[config.mk]
export PLATFORM = sky130hd
export DESIGN_NAME = cache_tag_lookup
export DESIGN_NICKNAME = d
export VERILOG_FILES = /design/src/rtl/cache_tag_lookup.sv
export SDC_FILE = /design/constraint.sdc
export NUM_CORES = 1
export LEC_CHECK = 0
export BUFFER_PORTS_ARGS = -buffer_cell sky130_fd_sc_hd__buf_2
export CORE_ASPECT_RATIO = 1.75
export CORE_MARGIN = 5
export CORE_UTILIZATION = 50
export CTS_CLUSTER_DIAMETER = 120
export DETAILED_ROUTE_END_ITERATION = 7
export GPL_TIMING_DRIVEN = 1
export HOLD_SLACK_MARGIN = 0.15
export PLACE_DENSITY_LB_ADDON = 0.2
export SYNTH_ARGS = -nofsm -noshare
export SYNTH_HDL_FRONTEND = slang
export SYNTH_SLANG_ARGS = --single-unit
[constraint.sdc]
create_clock -name clk -period 8.25 [get_ports clk]
set_clock_uncertainty 0.05 [all_clocks]
set_input_delay 0.4125 -clock clk [delete_from_list [all_inputs] [get_ports clk]]
set_output_delay 0.4125 -clock clk [all_outputs]
set_load 0.05 [all_outputs]
[src/rtl/cache_tag_lookup.sv]
// cache_tag_lookup: lookup/fill controller sitting in front of the tag memory.
//
// Takes one request at a time (set index, tag, security domain), compares the tag
// against the ways the domain may use (DAWG way partitioning) and reports hit/miss.
// On a miss a victim is picked inside the domain's partition, a refill is requested,
// and once fill_valid arrives the new tag entry is written back to the tag memory.
//
// Tag entry layout (ENTRY_W = TAG_BITS + 2): [ENTRY_W-1] valid, [ENTRY_W-2] dirty,
// [TAG_BITS-1:0] tag.
//
// Ports:
//   clk, rst                 clock, asynchronous active-high reset
//   req_valid/req_ready      request handshake (ready only while idle)
//   req_index/tag/dom        request set index, lookup tag, security domain
//   dom_way_mask             per-domain way permissions, domain d owns [d*WAY_NUM +: WAY_NUM]
//   tag_index                set address to the tag memory
//   tag_read                 per-way entries read combinationally at tag_index
//   tag_req_we/way_index/tag_write   tag memory write port (used only in fill)
//   miss_valid/way/wb/wb_tag refill request and victim writeback info
//   fill_valid               refill done
//   resp_valid/hit/way/err   one-cycle response
//
// Optional: define CACHE_TAG_LOOKUP_STATS_EN to add saturating stat_hits/stat_misses.
module cache_tag_lookup #(
    parameter int unsigned WAY_NUM    = 4,
    parameter int unsigned SET_BITS   = 10,
    parameter int unsigned TAG_BITS   = 20,
    parameter int unsigned DOMAIN_NUM = 2,
    parameter int unsigned DOM_BITS   = 1,
    localparam int unsigned WAY_W     = (WAY_NUM > 1) ? $clog2(WAY_NUM) : 1,
    localparam int unsigned ENTRY_W   = TAG_BITS + 2
) (
    input  logic                                clk,
    input  logic                                rst,
    input  logic                                req_valid,
    output logic                                req_ready,
    input  logic [SET_BITS-1:0]                 req_index,
    input  logic [TAG_BITS-1:0]                 req_tag,
    input  logic [DOM_BITS-1:0]                 req_dom,
    input  logic [DOMAIN_NUM*WAY_NUM-1:0]       dom_way_mask,
    output logic [SET_BITS-1:0]                 tag_index,
    output logic [WAY_W-1:0]                    way_index,
    input  logic [WAY_NUM-1:0][ENTRY_W-1:0]     tag_read,
    output logic                                tag_req_we,
    output logic [ENTRY_W-1:0]                  tag_write,
    output logic                                miss_valid,
    output logic [WAY_W-1:0]                    miss_way,
    output logic                                miss_wb,
    output logic [TAG_BITS-1:0]                 miss_wb_tag,
    input  logic                                fill_valid,
    output logic                                resp_valid,
    output logic                                resp_hit,
    output logic [WAY_W-1:0]                    resp_way,
    output logic                                resp_err
`ifdef CACHE_TAG_LOOKUP_STATS_EN
    ,
    output logic [31:0]                         stat_hits,
    output logic [31:0]                         stat_misses
`endif
);

    typedef enum logic [2:0] {StIdle, StLookup, StMiss, StFill, StResp} state_e;

    state_e                  state_q, state_d;
    logic [SET_BITS-1:0]     index_q, index_d;
    logic [TAG_BITS-1:0]     tag_q, tag_d;
    logic [DOM_BITS-1:0]     dom_q, dom_d;
    logic [WAY_W-1:0]        victim_q, victim_d;
    logic                    wb_q, wb_d;
    logic [TAG_BITS-1:0]     wb_tag_q, wb_tag_d;
    logic                    hit_q, hit_d;
    logic                    err_q, err_d;
    logic [WAY_W-1:0]        resp_way_q, resp_way_d;
    logic [DOMAIN_NUM-1:0][WAY_W-1:0] ptr_q, ptr_d;
`ifdef CACHE_TAG_LOOKUP_STATS_EN
    logic [31:0]             hits_q, hits_d;
    logic [31:0]             misses_q, misses_d;
`endif

    logic [WAY_NUM-1:0]      mask;
    logic [WAY_W-1:0]        ptr_cur;
    logic [WAY_NUM-1:0]      hit_vec;
    logic                    hit_any, inv_any;
    logic [WAY_W-1:0]        hit_way, inv_way, rr_way, victim_sel;
    logic [ENTRY_W-1:0]      victim_entry;

    // First way at or after 'start' (wrapping) whose mask bit is set.
    function automatic logic [WAY_W-1:0] next_permitted(input logic [WAY_NUM-1:0] m,
                                                        input int unsigned start);
        logic        found;
        int unsigned w;
        next_permitted = '0;
        found          = 1'b0;
        for (int unsigned k = 0; k < WAY_NUM; k++) begin
            w = (start + k) % WAY_NUM;
            if (!found && m[w]) begin
                next_permitted = WAY_W'(w);
                found          = 1'b1;
            end
        end
    endfunction

    always_comb begin
        state_d    = state_q;
        index_d    = index_q;
        tag_d      = tag_q;
        dom_d      = dom_q;
        victim_d   = victim_q;
        wb_d       = wb_q;
        wb_tag_d   = wb_tag_q;
        hit_d      = hit_q;
        err_d      = err_q;
        resp_way_d = resp_way_q;
        ptr_d      = ptr_q;
`ifdef CACHE_TAG_LOOKUP_STATS_EN
        hits_d     = hits_q;
        misses_d   = misses_q;
`endif

        // Domain ids beyond DOMAIN_NUM see an empty mask and get an error response.
        mask    = '0;
        ptr_cur = '0;
        for (int unsigned d = 0; d < DOMAIN_NUM; d++) begin
            if (dom_q == DOM_BITS'(d)) begin
                mask    = dom_way_mask[d*WAY_NUM +: WAY_NUM];
                ptr_cur = ptr_q[d];
            end
        end

        hit_any = 1'b0;
        inv_any = 1'b0;
        hit_way = '0;
        inv_way = '0;
        for (int unsigned w = 0; w < WAY_NUM; w++) begin
            hit_vec[w] = mask[w] & tag_read[w][ENTRY_W-1] & (tag_read[w][TAG_BITS-1:0] == tag_q);
            if (!hit_any && hit_vec[w]) begin
                hit_any = 1'b1;
                hit_way = WAY_W'(w);
            end
            if (!inv_any && mask[w] && !tag_read[w][ENTRY_W-1]) begin
                inv_any = 1'b1;
                inv_way = WAY_W'(w);
            end
        end
        rr_way       = next_permitted(mask, 32'(ptr_cur));
        victim_sel   = inv_any ? inv_way : rr_way;
        victim_entry = tag_read[victim_sel];

        unique case (state_q)
            StIdle: begin
                if (req_valid) begin
                    index_d = req_index;
                    tag_d   = req_tag;
                    dom_d   = req_dom;
                    state_d = StLookup;
                end
            end
            StLookup: begin
                hit_d      = 1'b0;
                err_d      = 1'b0;
                resp_way_d = '0;
                if (mask == '0) begin
                    err_d   = 1'b1;
                    state_d = StResp;
                end else if (hit_any) begin
                    hit_d      = 1'b1;
                    resp_way_d = hit_way;
                    state_d    = StResp;
`ifdef CACHE_TAG_LOOKUP_STATS_EN
                    if (hits_q != '1) hits_d = hits_q + 32'd1;
`endif
                end else begin
                    victim_d = victim_sel;
                    wb_d     = victim_entry[ENTRY_W-1] & victim_entry[ENTRY_W-2];
                    wb_tag_d = victim_entry[TAG_BITS-1:0];
                    state_d  = StMiss;
                end
            end
            StMiss: begin
                if (fill_valid) state_d = StFill;
            end
            StFill: begin
                for (int unsigned d = 0; d < DOMAIN_NUM; d++) begin
                    if (dom_q == DOM_BITS'(d)) ptr_d[d] = next_permitted(mask, 32'(victim_q) + 1);
                end
                hit_d      = 1'b0;
                err_d      = 1'b0;
                resp_way_d = victim_q;
                state_d    = StResp;
`ifdef CACHE_TAG_LOOKUP_STATS_EN
                if (misses_q != '1) misses_d = misses_q + 32'd1;
`endif
            end
            StResp: state_d = StIdle;
            default: state_d = StIdle;
        endcase
    end

    always_ff @(posedge clk or posedge rst) begin
        if (rst) begin
            state_q    <= StIdle;
            index_q    <= '0;
            tag_q      <= '0;
            dom_q      <= '0;
            victim_q   <= '0;
            wb_q       <= 1'b0;
            wb_tag_q   <= '0;
            hit_q      <= 1'b0;
            err_q      <= 1'b0;
            resp_way_q <= '0;
            ptr_q      <= '0;
`ifdef CACHE_TAG_LOOKUP_STATS_EN
            hits_q     <= '0;
            misses_q   <= '0;
`endif
        end else begin
            state_q    <= state_d;
            index_q    <= index_d;
            tag_q      <= tag_d;
            dom_q      <= dom_d;
            victim_q   <= victim_d;
            wb_q       <= wb_d;
            wb_tag_q   <= wb_tag_d;
            hit_q      <= hit_d;
            err_q      <= err_d;
            resp_way_q <= resp_way_d;
            ptr_q      <= ptr_d;
`ifdef CACHE_TAG_LOOKUP_STATS_EN
            hits_q     <= hits_d;
            misses_q   <= misses_d;
`endif
        end
    end

    // Outputs are gated by state so they read as zero outside the phase that owns them.
    assign req_ready   = (state_q == StIdle);
    assign tag_index   = index_q;
    assign tag_req_we  = (state_q == StFill);
    assign way_index   = (state_q == StFill) ? victim_q : '0;
    assign tag_write   = (state_q == StFill) ? {1'b1, 1'b0, tag_q} : '0;
    assign miss_valid  = (state_q == StMiss);
    assign miss_way    = (state_q == StMiss) ? victim_q : '0;
    assign miss_wb     = (state_q == StMiss) & wb_q;
    assign miss_wb_tag = (state_q == StMiss) ? wb_tag_q : '0;
    assign resp_valid  = (state_q == StResp);
    assign resp_hit    = (state_q == StResp) & hit_q;
    assign resp_way    = (state_q == StResp) ? resp_way_q : '0;
    assign resp_err    = (state_q == StResp) & err_q;
`ifdef CACHE_TAG_LOOKUP_STATS_EN
    assign stat_hits   = hits_q;
    assign stat_misses = misses_q;
`endif

endmodule
After elaboration in Yosys (flattened, before gate mapping)
Cells that the tools add are included.
{ "word_totals": {"output_inout_bits": 65, "mem_count": 0, "latch_bits": 0, "in_bits": 131, "register_bits": 65, "mem_bits_rw": 0, "romBits": 0} }
{ "classes": {"shifts": 0, "order_cmp": 9, "reduce_logical": 46, "div_mod_pow": 0, "bitwise_logic": 15, "mux": 84, "eq_ne": 10, "add_sub_neg": 7, "mul": 0} }
{ "ops": {"columns": ["operator", "n"], "rows": [
  ["20-bit equality test", 4],
  ["22-bit binary-select mux with 2-bit select", 1],
  ["2-bit two-way mux", 22],
  ["22-bit two-way mux", 2],
  ["1-bit two-way mux", 41],
  ["2-bit by 3-bit < comparator with 1-bit output, second input constant", 9],
  ["20-bit two-way mux", 1],
  ["1-bit logical AND", 19],
  ["1-bit zero test", 19],
  ["1-bit binary-select mux with 2-bit select", 8],
  ["1-bit AND", 12],
  ["3-bit two-way mux", 4],
  ["3-bit case mux with 4 select lines", 1],
  ["2-bit adder, second input constant", 4],
  ["2-bit AND reduction", 4],
  ["2-bit by 1-bit adder with 2-bit output, second input constant", 3],
  ["3-bit by 2-bit equality test with 1-bit output, second input constant", 2],
  ["4-bit zero test", 1],
  ["4-bit two-way mux", 1],
  ["1-bit case mux with 2 select lines", 2],
  ["2-bit case mux with 2 select lines", 1],
  ["3-bit by 1-bit equality test with 1-bit output, second input constant", 1],
  ["3-bit equality test, second input constant", 1],
  ["3-bit zero test", 1],
  ["other kinds (5)", 7]
]} }

Depth between registers and ports, before layout
{ "depth": {"word_depth": 19, "mapped_depth": 11, "mapped_depth_nobuf": 7} }

Worst setup path before layout
Ideal clock, no wire load.
{ "synth_path": {"kind": "flip-flop to flip-flop", "from": "register state_q[1]", "to": "register dom_q", "arrival_ns": 2.765, "synth_period_minus_slack_ns": 2.939, "path_stages_with_launch": 7, "path_slack_ns": 5.311, "path_cell_list": "dfrtp_1 -> clkbuf_1 -> nor3_1 -> and2_1 -> clkbuf_1 -> buf_1 -> mux2_2"} }
{ "synth_via": {"elab_chain_len": 2} }
{ "synth_rtl": {"columns": ["element", "line_no", "text"], "rows": [
  ["start: declaration", "64", "state_e state_q, state_d;"],
  ["start signal: assignment", "201", "state_q <= StIdle;"],
  ["start signal: assignment", "217", "state_q <= state_d;"],
  ["3-bit zero test", null, null],
  ["via req_ready", "36", "output logic req_ready,"],
  ["2-bit AND reduction (no line)", null, null],
  ["end signal: assignment", "220", "dom_q <= dom_d;"],
  ["end: declaration", "67", "logic [DOM_BITS-1:0] dom_q, dom_d;"]
]} }
The timed path passes the listed nets, and every way through them passes these cells.
A chain may end at the register's enable or synchronous reset.

Final worst setup path
{ "layout_path": {"from": "register dom_q", "to": "register wb_tag_q[17]"} }
{ "layout_via": {"elab_chain_len": 18} }
{ "layout_rtl": {"columns": ["element", "line_no", "text"], "rows": [
  ["branches (longest 18 deep; another with 2-bit by 1-bit adder with 2-bit output)", null, null],
  ["end signal: assignment", "223", "wb_tag_q <= wb_tag_d;"],
  ["end: declaration", "70", "logic [TAG_BITS-1:0] wb_tag_q, wb_tag_d;"]
]} }
Several ways; the timed one is not identified. The select of a mux whose other input is x is not followed.

==> results.toml <==
[outcome]
outcome = "finished, final reports clean"

[floorplan]
rows = 49
die_h_um = 144
fp.coreArea_um2 = 10200
die_w_um = 86.6
initial_utilization_pct = 50.5
die_area_um2 = 12500
io_pins = 196

[setup_path]
worstPathArrival_ns = 3.94
setup.worst_path.start_class = "flop"
r2r_slack_ns = 4.49
required_ns = 8.42
worst-path-max-fanout = 24
critPathCaptureType = "flop"
worstSetupPathType = "flop to flop"

[clocking]
cts_tree = "done"
post_cts_buffers = 0
clk_pin_slew_ns = 0.06
clk_path_buf_depth = 2
cts.sinks = 65
cts_buffers = 9
htreeDepth = 3
postCtsHoldBufs = 0
post_cts_resized = 0
cts_root_buf = "clkbuf_16"
worstSkewPairLatency_ns = 0.34

[finish]
mostFrequentLayoutCell = "buf_2"
final_cell_mix = "buf_2, mux2i_1, dfrtp_1"
final.fill_count = 910
diodes = 0
multi_input_comb_area_um2 = 3270
area_delta_synth_final_pct = 25.2
fin_nets = 809
drive_gt1_share_pct = 41.3
register_area_um2 = 1630

[power_and_ir_drop]
p_leak_nw = 3.18
p_switching_mw = 1.35
p_seq_share_pct = 26.0
intPower_mw = 1.42
combPwrFrac_pct = 57.5
power.share.clock_pct = 16.5
ir_drop_mv = 0.286
power_density_nw_per_um2 = 431
swShare_pct = 48.6

[placed_design]
dp_slack_ns = 4.51
dp.final_hpwl_um = 15300
place_congestion = 1.04
port-buffer-count = 194

[timing]
tightest_slew_ns = 1.17
hold_viol = 0
min_period_ns = 3.76
final_max_slew_viol_count = 0
rsz0062_at_grt = "no"
setup_slack_ns = 4.49
setup-tns-final_ns = 0
max_slew_margin_pct = 22.0
setup_viol = 0
fin_crit_sh_pct = 45.6
max_freq_ghz = 0.266

[worst_hold_path]
worst_hold_path_type = "input pin to flop"

[logic_synthesis]
synth_warnings = 0
ys_seq_elements = 65
async_flop_share_pct = 100
synth.net_count = 644
synth_top_flop_cell = "dfrtp_1"
yosysSeqAreaShare_pct = 31.7
yosysUniqueCellTypes = 46
synthCells = 513
synth-edff-count = 0
avgSynthCellArea_um2 = 10.0
syn_area_um2 = 5140

[detailed_routing]
routed_wl_um = 18900
postRouteAntennaNets = 0
via_per_inst = 5.87
dr.pass1.iters = 6
routedWlPerCell_um = 23.3
drtIter0Drc = 197
drc = 0
num_vias = 4755

[global_routing]
grt_pass1_wl_um = 28000
gr-total-overflow = 0
grt_max_degree = 66
grtUsageTotal_pct = 30.2
antenna_found_initial = 0
grt_pass1_vias = 5212

[flow_run]
max-cap-violations = 0
final timing paths:
check,cells after the start,startpoint,end
max,7,dom_q,wb_tag_q[17]
min,2,req_index[7],tag_index[7]
max reg2reg,7,dom_q,wb_tag_q[17]
min reg2reg,2,err_q,err_q
max in group asynchronous,3,rst,dom_q
min in group asynchronous,3,rst,wb_tag_q[14]
state kept, by name (all words and copies together) (netlist names):
name and cells:
dom_q 1, err_q 1, hit_q 1, ptr_q 4
resp_way_q 2, state_q 3, tag_index 10, tag_q 20
victim_q 2, wb_q 1, wb_tag_q 20
power groups by stage:
stage | logic [mW] | clock network (mW) | registers (mW)
finish | 1.59 | 0.457 | 0.721
CTS | 1.59 | 0.465 | 0.720
floorplan | 1.31 | 0 | 0.625
global placement | 1.57 | 0 | 0.716
global route | 1.69 | 0.476 | 0.739
detailed placement | 1.58 | 0 | 0.724
cell usage after synthesis, types with 2 or more instances:
| cell type | n | area (µm²) |
|---|---|---|
| xnor2_1 | 29 | 254 |
| o31ai_1 | 4 | 30.0 |
| nand3b_1 | 4 | 30.0 |
| and2_1 | 30 | 188 |
| dfrtp_1 | 65 | 1630 |
| or4_1 | 2 | 15.0 |
| inv_1 | 3 | 11.3 |
| nand3_1 | 10 | 50.1 |
| a31oi_1 | 2 | 12.5 |
| nand2b_1 | 5 | 31.3 |
| and3_1 | 22 | 138 |
| buf_4 | 6 | 45.0 |
| nand4b_1 | 2 | 17.5 |
| nor2b_1 | 4 | 25.0 |
| mux2_2 | 41 | 462 |
| buf_2 | 6 | 30.0 |
| nor3b_1 | 3 | 22.5 |
| or3b_2 | 2 | 17.5 |
| o211ai_1 | 2 | 15.0 |
| nand4_1 | 12 | 75.1 |
| a21oi_1 | 8 | 40.0 |
| buf_6 | 5 | 56.3 |
| o21ai_0 | 7 | 35.0 |
| mux2i_1 | 68 | 681 |
| buf_1 | 3 | 11.3 |
| nor4_1 | 19 | 119 |
| nor3_1 | 13 | 65.1 |
| nor2_1 | 10 | 37.5 |
| xor2_1 | 51 | 447 |
| clkbuf_1 | 26 | 97.6 |
| mux2_4 | 18 | 270 |
| nand2_1 | 17 | 63.8 |
per-layer routing:
layer  up-vias  global-route usage [%]  routed length [µm]
met1      2291                    29.7                6230
met5         -                       0                   0
met2       249                    57.2               10300
met4         0                    17.7                1170
li1       2149                       -                   -
met3        66                    5.82                1120
through the flow:
stage	util (%)	hold slack [ns]	power (mW)	std cells	instance area [µm²]
4_1_cts	63.2	0.238	2.78	810	6430
5_1_grt	63.2	0.250	2.90	810	6430
3_3_place_gp	59.7	0.406	2.28	794	6080
6_report	63.2	0.254	2.77	810	6430
2_1_floorplan	-	0.390	1.94	513	5140
3_5_place_dp	59.7	0.414	2.31	794	6080
layout make-up:
type                       count  share of cell area [%]
timing repair buffer         200                    15.8
multi-input combinational    399                    50.8
clock buffer                   9                    3.50
sequential                    65                    25.3
inverter                       3                   0.175
clock inverter                 7                    1.93
tap                          127                    2.47
kinds of logic after synthesis:
| logic type | count (synthesis) | synth area share (%) |
|---|---|---|
| simple gates | 161 | 18.5 |
| mux | 127 | 27.5 |
| xor+xnor | 80 | 13.6 |
| flops | 65 | 31.7 |
| buf+inv | 49 | 4.90 |
| compound gates | 30 | 3.75 |
| other cells | 1 | 0.0730 |
critical path, cell delays in order (launching register included):
cell and delay, ns:
dfrtp_1 0.82, mux2i_1 0.63, nor4_1 0.14, nand2_1 0.11
nor4_1 0.06, nor4_1 0.45, nor2b_4 0.95, mux2_2 0.41
No activity file was read; power rests on OpenSTA's default activity.
